==> src/rtl/my_alu_xor_array.sv <==
// ============================================================================
//  Module      : my_alu_xor_array
//  Description : N-channel WIDTH-bit ALU with cross-channel XOR reduce and
//                parity, 2-stage valid/ready pipeline, completed-op counter.
//                Optional saturating ADD/SUB when MY_ALU_SAT_EN is defined.
//  Revision    : 1.0 - initial release
// ============================================================================
`default_nettype none

module my_alu_xor_array #(
    parameter int WIDTH    = 8,
    parameter int CHANNELS = 2,
    parameter int CNT_W    = 16
) (
    input  logic                      wb_clk_i,
    input  logic                      wb_rst_n_i,
    input  logic                      in_valid,
    output logic                      in_ready,
    input  logic [CHANNELS*WIDTH-1:0] in_a,
    input  logic [CHANNELS*WIDTH-1:0] in_b,
    input  logic [CHANNELS*3-1:0]     in_op,
    output logic                      out_valid,
    input  logic                      out_ready,
    output logic [CHANNELS*WIDTH-1:0] out_res,
    output logic [CHANNELS-1:0]       out_carry,
    output logic [CHANNELS-1:0]       out_zero,
    output logic [WIDTH-1:0]          out_xor_all,
    output logic                      out_parity,
    output logic [CNT_W-1:0]          ops_count
);

    localparam logic [2:0] OP_ADD  = 3'b000;
    localparam logic [2:0] OP_SUB  = 3'b001;
    localparam logic [2:0] OP_AND  = 3'b010;
    localparam logic [2:0] OP_OR   = 3'b011;
    localparam logic [2:0] OP_XOR  = 3'b100;
    localparam logic [2:0] OP_XNOR = 3'b101;
    localparam logic [2:0] OP_SHL1 = 3'b110;
    localparam logic [2:0] OP_SHR1 = 3'b111;

    logic                      v1;
    logic                      v2;
    logic [CHANNELS*WIDTH-1:0] s1_a;
    logic [CHANNELS*WIDTH-1:0] s1_b;
    logic [CHANNELS*3-1:0]     s1_op;

    logic                      adv1;
    logic                      adv2;
    logic [CHANNELS*WIDTH-1:0] nxt_res;
    logic [CHANNELS-1:0]       nxt_carry;
    logic [CHANNELS-1:0]       nxt_zero;
    logic [WIDTH-1:0]          nxt_xor;

    assign adv2      = !v2 || out_ready;
    assign adv1      = !v1 || adv2;
    assign in_ready  = adv1 && wb_rst_n_i;
    assign out_valid = v2;

    // Returns {carry, result}; carry is bit WIDTH of the widened add/sub.
    function automatic logic [WIDTH:0] alu_op(input logic [WIDTH-1:0] a,
                                              input logic [WIDTH-1:0] b,
                                              input logic [2:0]       op);
        logic [WIDTH:0] r;
        r = '0;
        case (op)
            OP_ADD:  r = {1'b0, a} + {1'b0, b};
            OP_SUB:  r = {1'b0, a} - {1'b0, b};
            OP_AND:  r = {1'b0, a & b};
            OP_OR:   r = {1'b0, a | b};
            OP_XOR:  r = {1'b0, a ^ b};
            OP_XNOR: r = {1'b0, ~(a ^ b)};
            OP_SHL1: r = {a[WIDTH-1], a[WIDTH-2:0], 1'b0};
            OP_SHR1: r = {a[0], 1'b0, a[WIDTH-1:1]};
            default: r = '0;
        endcase
`ifdef MY_ALU_SAT_EN
        if (op == OP_ADD && r[WIDTH]) begin
            r[WIDTH-1:0] = '1;
        end else if (op == OP_SUB && r[WIDTH]) begin
            r[WIDTH-1:0] = '0;
        end
`endif
        return r;
    endfunction

    generate
        for (genvar c = 0; c < CHANNELS; c++) begin : g_ch
            logic [WIDTH:0] ch_out;
            assign ch_out = alu_op(s1_a[c*WIDTH +: WIDTH],
                                   s1_b[c*WIDTH +: WIDTH],
                                   s1_op[c*3 +: 3]);
            assign nxt_res[c*WIDTH +: WIDTH] = ch_out[WIDTH-1:0];
            assign nxt_carry[c]              = ch_out[WIDTH];
            assign nxt_zero[c]               = (ch_out[WIDTH-1:0] == '0);
        end
    endgenerate

    always_comb begin
        nxt_xor = '0;
        for (int c = 0; c < CHANNELS; c++) begin
            nxt_xor = nxt_xor ^ nxt_res[c*WIDTH +: WIDTH];
        end
    end

    always_ff @(posedge wb_clk_i or negedge wb_rst_n_i) begin
        if (!wb_rst_n_i) begin
            v1          <= 1'b0;
            v2          <= 1'b0;
            s1_a        <= '0;
            s1_b        <= '0;
            s1_op       <= '0;
            out_res     <= '0;
            out_carry   <= '0;
            out_zero    <= '0;
            out_xor_all <= '0;
            out_parity  <= 1'b0;
            ops_count   <= '0;
        end else begin
            if (adv1) begin
                v1 <= in_valid;
                if (in_valid) begin
                    s1_a  <= in_a;
                    s1_b  <= in_b;
                    s1_op <= in_op;
                end
            end
            // Stage 2 also absorbs a stage-1 bundle when no new input arrives.
            if (adv2) begin
                v2 <= v1;
                if (v1) begin
                    out_res     <= nxt_res;
                    out_carry   <= nxt_carry;
                    out_zero    <= nxt_zero;
                    out_xor_all <= nxt_xor;
                    out_parity  <= ^nxt_xor;
                end
            end
            if (v2 && out_ready) begin
                ops_count <= ops_count + CNT_W'(1);
            end
        end
    end

endmodule

`default_nettype wire

==> config.mk <==
export PLATFORM = sky130hd
export DESIGN_NAME = my_alu_xor_array
export DESIGN_NICKNAME = d
export VERILOG_FILES = /design/src/rtl/my_alu_xor_array.sv
export SDC_FILE = /design/constraint.sdc
export NUM_CORES = 1
export LEC_CHECK = 0
export ABC_CLOCK_PERIOD_IN_PS = 4200
export CAP_MARGIN = 0
export CORE_MARGIN = 2
export CORE_UTILIZATION = 56
export DETAILED_ROUTE_END_ITERATION = 6
export HOLD_SLACK_MARGIN = 0.12
export PLACE_DENSITY = 0.82
export RECOVER_POWER = 50
export SLEW_MARGIN = 20
export SYNTH_ARGS = -nofsm -noshare
export SYNTH_HDL_FRONTEND = slang
export SYNTH_SLANG_ARGS = --single-unit
==> constraint.sdc <==
create_clock -name wb_clk_i -period 4.2 [get_ports wb_clk_i]
set_input_delay 0.84 -clock wb_clk_i [delete_from_list [all_inputs] [get_ports wb_clk_i]]
set_output_delay 0.84 -clock wb_clk_i [all_outputs]
set_load 0.02 [all_outputs]
## Word-level counts from Yosys, hierarchy flattened

Cells that the tools add are included.

- Shifts and indexed selects: 0
- Order comparisons: 0
- Div/mod/pow operators: 0
- Add/subtract/negate cells: 5
- Mux-type cells: 2
- Multiply operators: 0
- Equality and inequality tests: 14
- Bitwise logic cells: 9
- Reduce and logical (&&, ||, !) cells: 13

Operators with widths:

| operator | count |
|---|---|
| $pmux W9 S8 | 2 |
| $eq A3 B3 Y1 const B | 8 |
| $xor A8 B8 Y8 | 3 |
| $add A8 B8 Y9 | 2 |
| $sub A8 B8 Y9 | 2 |
| $add A16 B1 Y16 const B | 1 |
| $and A8 B8 Y8 | 2 |
| $logic_not A8 Y1 | 2 |
| $not A8 Y8 | 2 |
| $or A8 B8 Y8 | 2 |
| $eq A3 B2 Y1 const B | 4 |
| $reduce_xor A8 Y1 | 1 |
| $eq A3 B1 Y1 const B | 2 |
| $logic_not A3 Y1 | 2 |
| $reduce_and A2 Y1 | 2 |
| $logic_and A1 B1 Y1 | 2 |
| $logic_not A1 Y1 | 2 |
| $logic_or A1 B1 Y1 | 2 |

- Bits in read-only memories: 0
- Output and inout port bits: 47
- Latch bits: 0
- Input bits: 42
- Register bits after elaboration: 85
- RAM bits: 0
- Memories kept: 0

## Depth between registers and ports, before layout

Gate-level depths: netlist of the first run.

- Depth after elaboration: 5
- Mapped depth: 17
- Mapped depth without buffers: 15

## Worst setup path before layout of the first run

OpenSTA, ideal clock, no wires.

- Path type: register to register
- Start point: register s1_op[4]
- End point: register out_parity
- Arrival time: 3.548 ns
- Stages on the path, launching flop included: 16
- Slack: 0.520 ns
- Data required time: 4.068 ns
- Setup time: 0.132 ns
- Cells stage by stage: dfrtp_1 -> buf_6 -> buf_2 -> nor2_1 -> nand2_1 -> o21ai_0 -> fa_1 -> nor2b_1 -> o31a_1 -> o21a_1 -> or4_1 -> and2_1 -> xnor3_1 -> or3_1 -> o22ai_1 -> nor3_2

- Cells in the longest elaborated chain, start to end: 4

RTL lines:

| what | RTL line | text |
|---|---|---|
| start, declared | 45 | `logic [CHANNELS*3-1:0] s1_op;` |
| start signal, assigned | 124 | `s1_op <= in_op;` |
| $eq A3 B3 Y1 (tied with other cells) | 65 | `case (op)` |
| $pmux W9 S8 * | 65 |  |
| $xor A8 B8 Y8 * | 101 | `nxt_xor = nxt_xor ^ nxt_res[c*WIDTH +: WIDTH];` |
| $reduce_xor A8 Y1 * | 135 | `out_parity <= ^nxt_xor;` |
| end signal, assigned | 135 |  |
| end, declared | 28 | `output logic out_parity,` |

Every way passes the cells marked *; elsewhere a longest branch is shown, timed or not.
A chain may end at the register's enable or synchronous reset.

## Worst setup path in the final report of the first run

- Start point: register s1_op[1]
- End point: register out_parity

Same word-level chain as after synthesis.

==> metrics.txt, run 1 <==
initial antenna violation count=0; top_reg_cell synth=dfrtp_1; Layout area overhead=19.17%; core area=0.01042 mm²; DRC=0; Total Routing Usage GR=25.75%; Fill cells=803; max-slew violation count=33; RD Place Congestion=1.025; Lkg Pwr=3.246 nW; Power Density=579.3 mW/mm²; drt total wl=13980 µm; Mapped Area=0.006056 mm²; Final HPWL DP=10810 µm; Post-CTS Setup Bufs=0; Max Cap Viol=1; Worst Setup Start Kind=flop; vias in the first global route=4861; EDFF count, synth=0; Congestion Overflow GR=0; CTS resizes=0; clock latency on the worst-skew pair=0.37 ns; Num Clock Sinks=85; die extent in y=108.0 µm; final worst-path cycle share=93.37%; H-Tree Depth=3; Die X=108.0 µm; Starting Density=58.14%; Worst Tran Pin Value=1.750 ns; Crit Path Class=flop to flop; failing checks=max-capacitance violations, max-slew violations; Layout Skew=0.01262 ns; DR iter-0 viols=238; Min Hold Slack=0.4771 ns; largest net degree at the start of global routing=56; Final setup violation count=0; # IOs=89; layout cells sized above 1=12.32%; VDD IR-drop max=386.1 µV; type of the tightest min-delay check=flop to flop; synthesized instance count=626; Via Count=4931; synthesized flop and latch total=85; Post-CTS Hold Fix Bufs=0; sequential cell area fraction in the yosys report=35.12%; cts bufs inserted=9; Routed Antenna Nets=0; first-pass GRT wire length=23720 µm; Synthesized Nets=721; count of final hold-check violations=0; fraction of registers with async set/reset=100.0%; post-synth cell types=65; most common cell after layout, fill and taps aside=dfrtp_1; Antenna Cells=0; status=finished, violations left; commonest cells after routing, fill and taps aside=85 x dfrtp_1, 79 x nand2_1, 77 x clkdlybuf4s50_1; Critical Path RT=4.46 ns; Arrival @ worst endpoint=4.18 ns; Yosys Warn Count=0; die area=0.01166 mm²; vias per cell=5.801; max_slew headroom=-16.69%; nets@finish=804; f_max=255.0 MHz; final setup TNS=0 ns; post-layout min period=3.921 ns; per-cell routed wire length=16.44 µm; port bufs=88; Worst-path clk slew=0.10 ns; worst-path fanout max=7; Syn Area/Cell=9.674 µm²; TritonCTS clock tree=yes; router iterations before antenna repair=5; Root Driver=clkbuf_8; row cnt=37; Design Power=4.181 mW; CP endpoint kind=flop; RSZ-0062 raised after global routing=false; Max clock buf depth=2
[final timing paths]
| kind | from | end | slack [ns] | depth (start not counted) |
|---|---|---|---|---|
| setup / recovery | s1_op[1] | out_parity | 0.28 | 12 |
| hold / removal | ops_count[15] | ops_count[15] | 0.48 | 1 |
| setup reg to reg | s1_op[1] | out_parity | 0.28 | 12 |
| hold reg to reg | ops_count[15] | ops_count[15] | 0.48 | 1 |
| max in group asynchronous | wb_rst_n_i | out_res[13] | 1.20 | 2 |
| min in group asynchronous | wb_rst_n_i | s1_a[15] | 0.92 | 1 |
[Yosys cell counts, types with 3 or more instances]
| cell type | instances | area, µm² |
|---|---|---|
| dfrtp_1 | 85 | 2127 |
| nand2_1 | 79 | 296.5 |
| ha_1 | 51 | 638.1 |
| mux2_2 | 44 | 495.5 |
| inv_1 | 42 | 157.7 |
| xnor2_1 | 39 | 341.6 |
| o21ai_0 | 35 | 175.2 |
| nor2_1 | 26 | 97.59 |
| nand2b_1 | 21 | 131.4 |
| a21oi_1 | 20 | 100.1 |
| xor2_1 | 15 | 131.4 |
| nand3_1 | 13 | 65.06 |
| o22ai_1 | 12 | 75.07 |
| clkbuf_1 | 11 | 41.29 |
| mux2i_1 | 9 | 90.09 |
| nand4_1 | 8 | 50.05 |
| nor3_1 | 7 | 35.03 |
| and2_1 | 6 | 37.54 |
| a21o_1 | 5 | 37.54 |
| mux4_2 | 5 | 112.6 |
| o21a_1 | 5 | 37.54 |
| o31ai_1 | 5 | 37.54 |
| or3_1 | 5 | 31.28 |
| a211oi_1 | 4 | 30.03 |
| a31oi_1 | 4 | 25.02 |
| and3_1 | 4 | 25.02 |
| buf_2 | 4 | 20.02 |
| buf_4 | 4 | 30.03 |
| buf_6 | 3 | 33.78 |
| nor2b_1 | 3 | 18.77 |
| o41ai_1 | 3 | 26.28 |
[layer usage]
layer / part of all wire, % / global-route usage, % / vias to the layer above
met5: 0 / 0 / -
met4: 2.1 / 8.516 / 0
met3: 4.9 / 4.159 / 22
met2: 49 / 43.26 / 134
met1: 44 / 34.10 / 2414
li1: - / - / 2361
[worst max-delay path, cell delays in order (launching register included)]
cell      delay [ns]
dfrtp_1         0.38
nor2_1          0.30
nand2_1         0.27
mux2i_1         0.23
fa_1            0.48
a211o_1         0.30
a211oi_1        0.28
o21ai_0         0.18
a21oi_2         0.31
xnor3_1         0.52
or3_1           0.33
o22ai_1         0.16
nor3_2          0.07
[power breakdown]
group / internal (mW) / switching [mW] / leakage [nW]
Sequential: 1.01 / 0.188 / 1.03
Clock: 0.284 / 0.322 / 0.106
Combinational: 1.12 / 1.25 / 2.11
Total: 2.42 / 1.76 / 3.25
[per-stage QoR]
stage	utilization (%)	setup WS (ns)	instance area [µm²]	std cells
global route	69.29	0.04684	7217	850
finish	69.29	0.2786	7217	850
global placement	67.41	0.4738	7022	834
CTS	69.38	0.3305	7227	850
floorplan	-	0.5198	6056	626
detailed placement	67.41	0.3466	7022	834
[cell families (layout without fill, tap and decap cells)]
| group | after synthesis | count (layout) | synth area share, % |
|---|---|---|---|
| muxes | 59 | 59 | 11.72 |
| adders and majority gates | 53 | 53 | 11.20 |
| DFF | 85 | 85 | 35.12 |
| and+or+nand+nor | 187 | 187 | 15.10 |
| buffers and inverters | 68 | 156 | 5.207 |
| xor gates and xnor gates | 58 | 58 | 9.112 |
| AOI/OAI and AO/OA | 116 | 116 | 12.54 |
[layout make-up]
class | count | area [µm²] | share of cell area, %
clock buffers | 9 | 123.9 | 1.716
clock inverters | 7 | 81.33 | 1.127
inverters | 42 | 157.7 | 2.184
multi-input cells | 473 | 3613 | 50.07
flip-flops and latches | 85 | 2127 | 29.47
well taps | 136 | 170.2 | 2.358
repair buffers | 98 | 943.4 | 13.07
[registers in the layout (all words and copies together), names as in the netlist]
register and count:
ops_count 16, out_carry 2, out_parity 1, out_res 16, out_valid 1, out_xor_all 8, out_zero 2, s1_a 16
s1_b 16, s1_op 6, v1 1
Power figures use the tool's default switching activity.
==> run 2: changes to the inputs <==
- ABC_CLOCK_PERIOD_IN_PS: 4200 -> 4100
- CORE_MARGIN: 2 -> 10
- TNS_END_PERCENT: not set -> 50
- clock period: 4.2 -> 4.1 ns (I/O delays scaled with it)
==> metrics.txt, run 2 (same netlist as run 1, synthesis figures left out) <==
status=finished, violations left; failing checks=max-capacitance violations, max-slew violations; VDD IR-drop max=344.5 µV (-11%); Max stage delay cell, worst path=xnor3_1; Multi-input gate area=0.003618 mm² (+0.14%); post-layout min period=3.848 ns (-0.07295 ns); Critical Path RT=4.36 ns (-0.10 ns); cts bufs inserted=9 (unchanged); vias per cell=5.782 (-0.34%); vias in the first global route=4858 (-0.062%); Layout area overhead=19.05%; worst-path fanout max=7 (unchanged); # IOs=89 (unchanged); port bufs=88 (unchanged); most common cell after layout, fill and taps aside=clkdlybuf4s50_1; Power Density=593.1 mW/mm² (+2.4%); Crit Path Class=flop to flop; register area=0.002127 mm² (unchanged); Crit path largest cell delay=0.49 ns (-0.03 ns); Post-CTS Setup Bufs=0 (unchanged); Starting Density=58.14% (unchanged); count of final hold-check violations=0 (unchanged); per-cell routed wire length=17.62 µm (+7.1%); grt peak-use layer=met2; max-slew violation count=74 (+120%); Post-Place Worst Slack=0.3816 ns (+0.03504 ns); die extent in y=124.0 µm (+15%); largest net degree at the start of global routing=53 (-5.4%); core area=0.01042 mm² (unchanged); router iterations before antenna repair=5 (unchanged); Root Driver=clkbuf_8; row cnt=37 (unchanged); layout cells sized above 1=12.29% (-0.034 points); met1 GRT Util=25.03% (-9.1 points); clock latency on the worst-skew pair=0.38 ns (about the same); first-pass GRT wire length=24210 µm (+2.1%); hold-critical path depth=1 (unchanged); RD Place Congestion=0.9773 (-4.7%); GRT met2 Usage=33.68% (-9.6 points); Via Count=4926 (-0.10%); Max clock buf depth=2 (unchanged); Die X=124.0 µm (+15%); Max Cap Viol=2 (+1); DR iter-0 viols=398 (+67%); Routed Antenna Nets=0 (unchanged); Congestion Overflow GR=0 (unchanged); final setup TNS=0 ns (unchanged); Worst-path clk slew=0.10 ns (about the same); Worst Setup Start Kind=flop; Final WS setup=0.2515 ns (-0.02705 ns); Worst Tran Pin Value=2.030 ns (+0.2802 ns); H-Tree Depth=3 (unchanged); initial antenna violation count=0 (unchanged); TritonCTS clock tree=yes; worst-path cell chain=nor2_1 -> nand2_1 -> mux2i_1 -> fa_1 -> a211o_1 -> a211oi_1 -> o21ai_0 -> a21oi_2 -> xnor3_1 -> or3_1 -> o22ai_1 -> nor3_2; Fill cells=833 (+3.7%); Lkg Pwr=3.230 nW (-0.49%); die area=0.01537 mm² (+32%); Arrival @ worst endpoint=4.11 ns (-0.07 ns); max_slew headroom=-35.36% (-19 points); CP endpoint kind=flop; RSZ-0062 raised after global routing=false; commonest cells after routing, fill and taps aside=86 x clkdlybuf4s50_1, 85 x dfrtp_1, 79 x nand2_1; f_max=259.8 MHz (+1.9%); Total Routing Usage GR=19.73% (-6.0 points); Num Clock Sinks=85 (unchanged); Final setup violation count=0 (unchanged); DRC=0 (unchanged); worst reg-to-reg path cell count=12 (unchanged); Layout Skew=0.01437 ns (+0.001752 ns); drt total wl=15010 µm (+7.4%); nets@finish=806 (+0.25%); type of the tightest min-delay check=flop to flop; Antenna Cells=0 (unchanged); Final HPWL DP=11740 µm (+8.6%); met3 Use GR=4.027% (-0.13 points); final worst-path cycle share=93.87% (+0.50 points)
[run 2: cell count changes in the layout (fill, tap and decap cells not counted)]
cell / delta
a211oi_1: -1
a211oi_2: +1
bufinv_16: -1
clkbuf_1: +3
clkbuf_8: +1
clkdlybuf4s50_1: +9
clkinv_2: -1
clkinv_4: +2
dlygate4sd3_1: -9
inv_6: -1
inv_8: -1
[run 2: worst paths after layout]
check | endpoint | slack, ns | start
setup / recovery | out_parity | 0.25 | s1_op[1]
hold / removal | ops_count[15] | 0.48 | ops_count[15]
setup reg to reg | out_parity | 0.25 | s1_op[1]
hold reg to reg | ops_count[15] | 0.48 | ops_count[15]
max in group asynchronous | out_res[7] | 0.82 | wb_rst_n_i
min in group asynchronous | s1_b[12] | 1.19 | wb_rst_n_i
[run 2: area by class of cell]
class | instances | share of cell area (%)
Multi-Input combinational cell | 473 | 50.19
Tap cell | 136 | 2.360
Timing Repair Buffer | 100 | 13.19
Clock inverter | 5 | 0.6074
Inverter | 42 | 2.187
Clock buffer | 11 | 1.961
Sequential cell | 85 | 29.50
[run 2: per-layer routing]
metal / up-vias / part of all wire (%)
met5: - / 0
met1: 2428 / 44
met4: 0 / 1.1
li1: 2353 / -
met3: 18 / 5.1
met2: 127 / 50
[run 2: per-stage QoR]
stage                     hold slack (ns)  cell area [µm²]  utilization (%)  power, mW  std cells
after floorplan                    0.4711             6056                -      2.948        626
after global placement             0.4582             7037            67.56      3.589        836
after detailed placement           0.4614             7037            67.56      3.698        836
after CTS                          0.4783             7222            69.33      4.268        852
after global routing               0.4889             7209            69.21      4.577        852
final                              0.4813             7209            69.21      4.276        852
[run 2: worst max-delay path, delay by kind of cell (launching register included)]
kind / cells / cell delay, ns
adder cells (fa/ha/maj): 1 / 0.48
AND/OR/NAND/NOR: 4 / 0.98
XOR/XNOR: 1 / 0.49
multiplexers: 1 / 0.21
flip-flops: 1 / 0.39
AO/OA/AOI/OAI: 5 / 1.18
[run 2: timing repair]
action / CTS / global route
hold buffers: 0 / 0
hold endpoints to repair: 0 / 0
resized for setup: 0 / 1
setup endpoints to repair: 0 / 1
[run 2: power breakdown]
group	switching, mW	total, mW	leakage, nW	internal (mW)
sequential	0.193	1.23	1.03	1.04
combinational	1.31	2.47	2.10	1.16
clock	0.327	0.570	0.0941	0.243
total	1.83	4.28	3.23	2.44
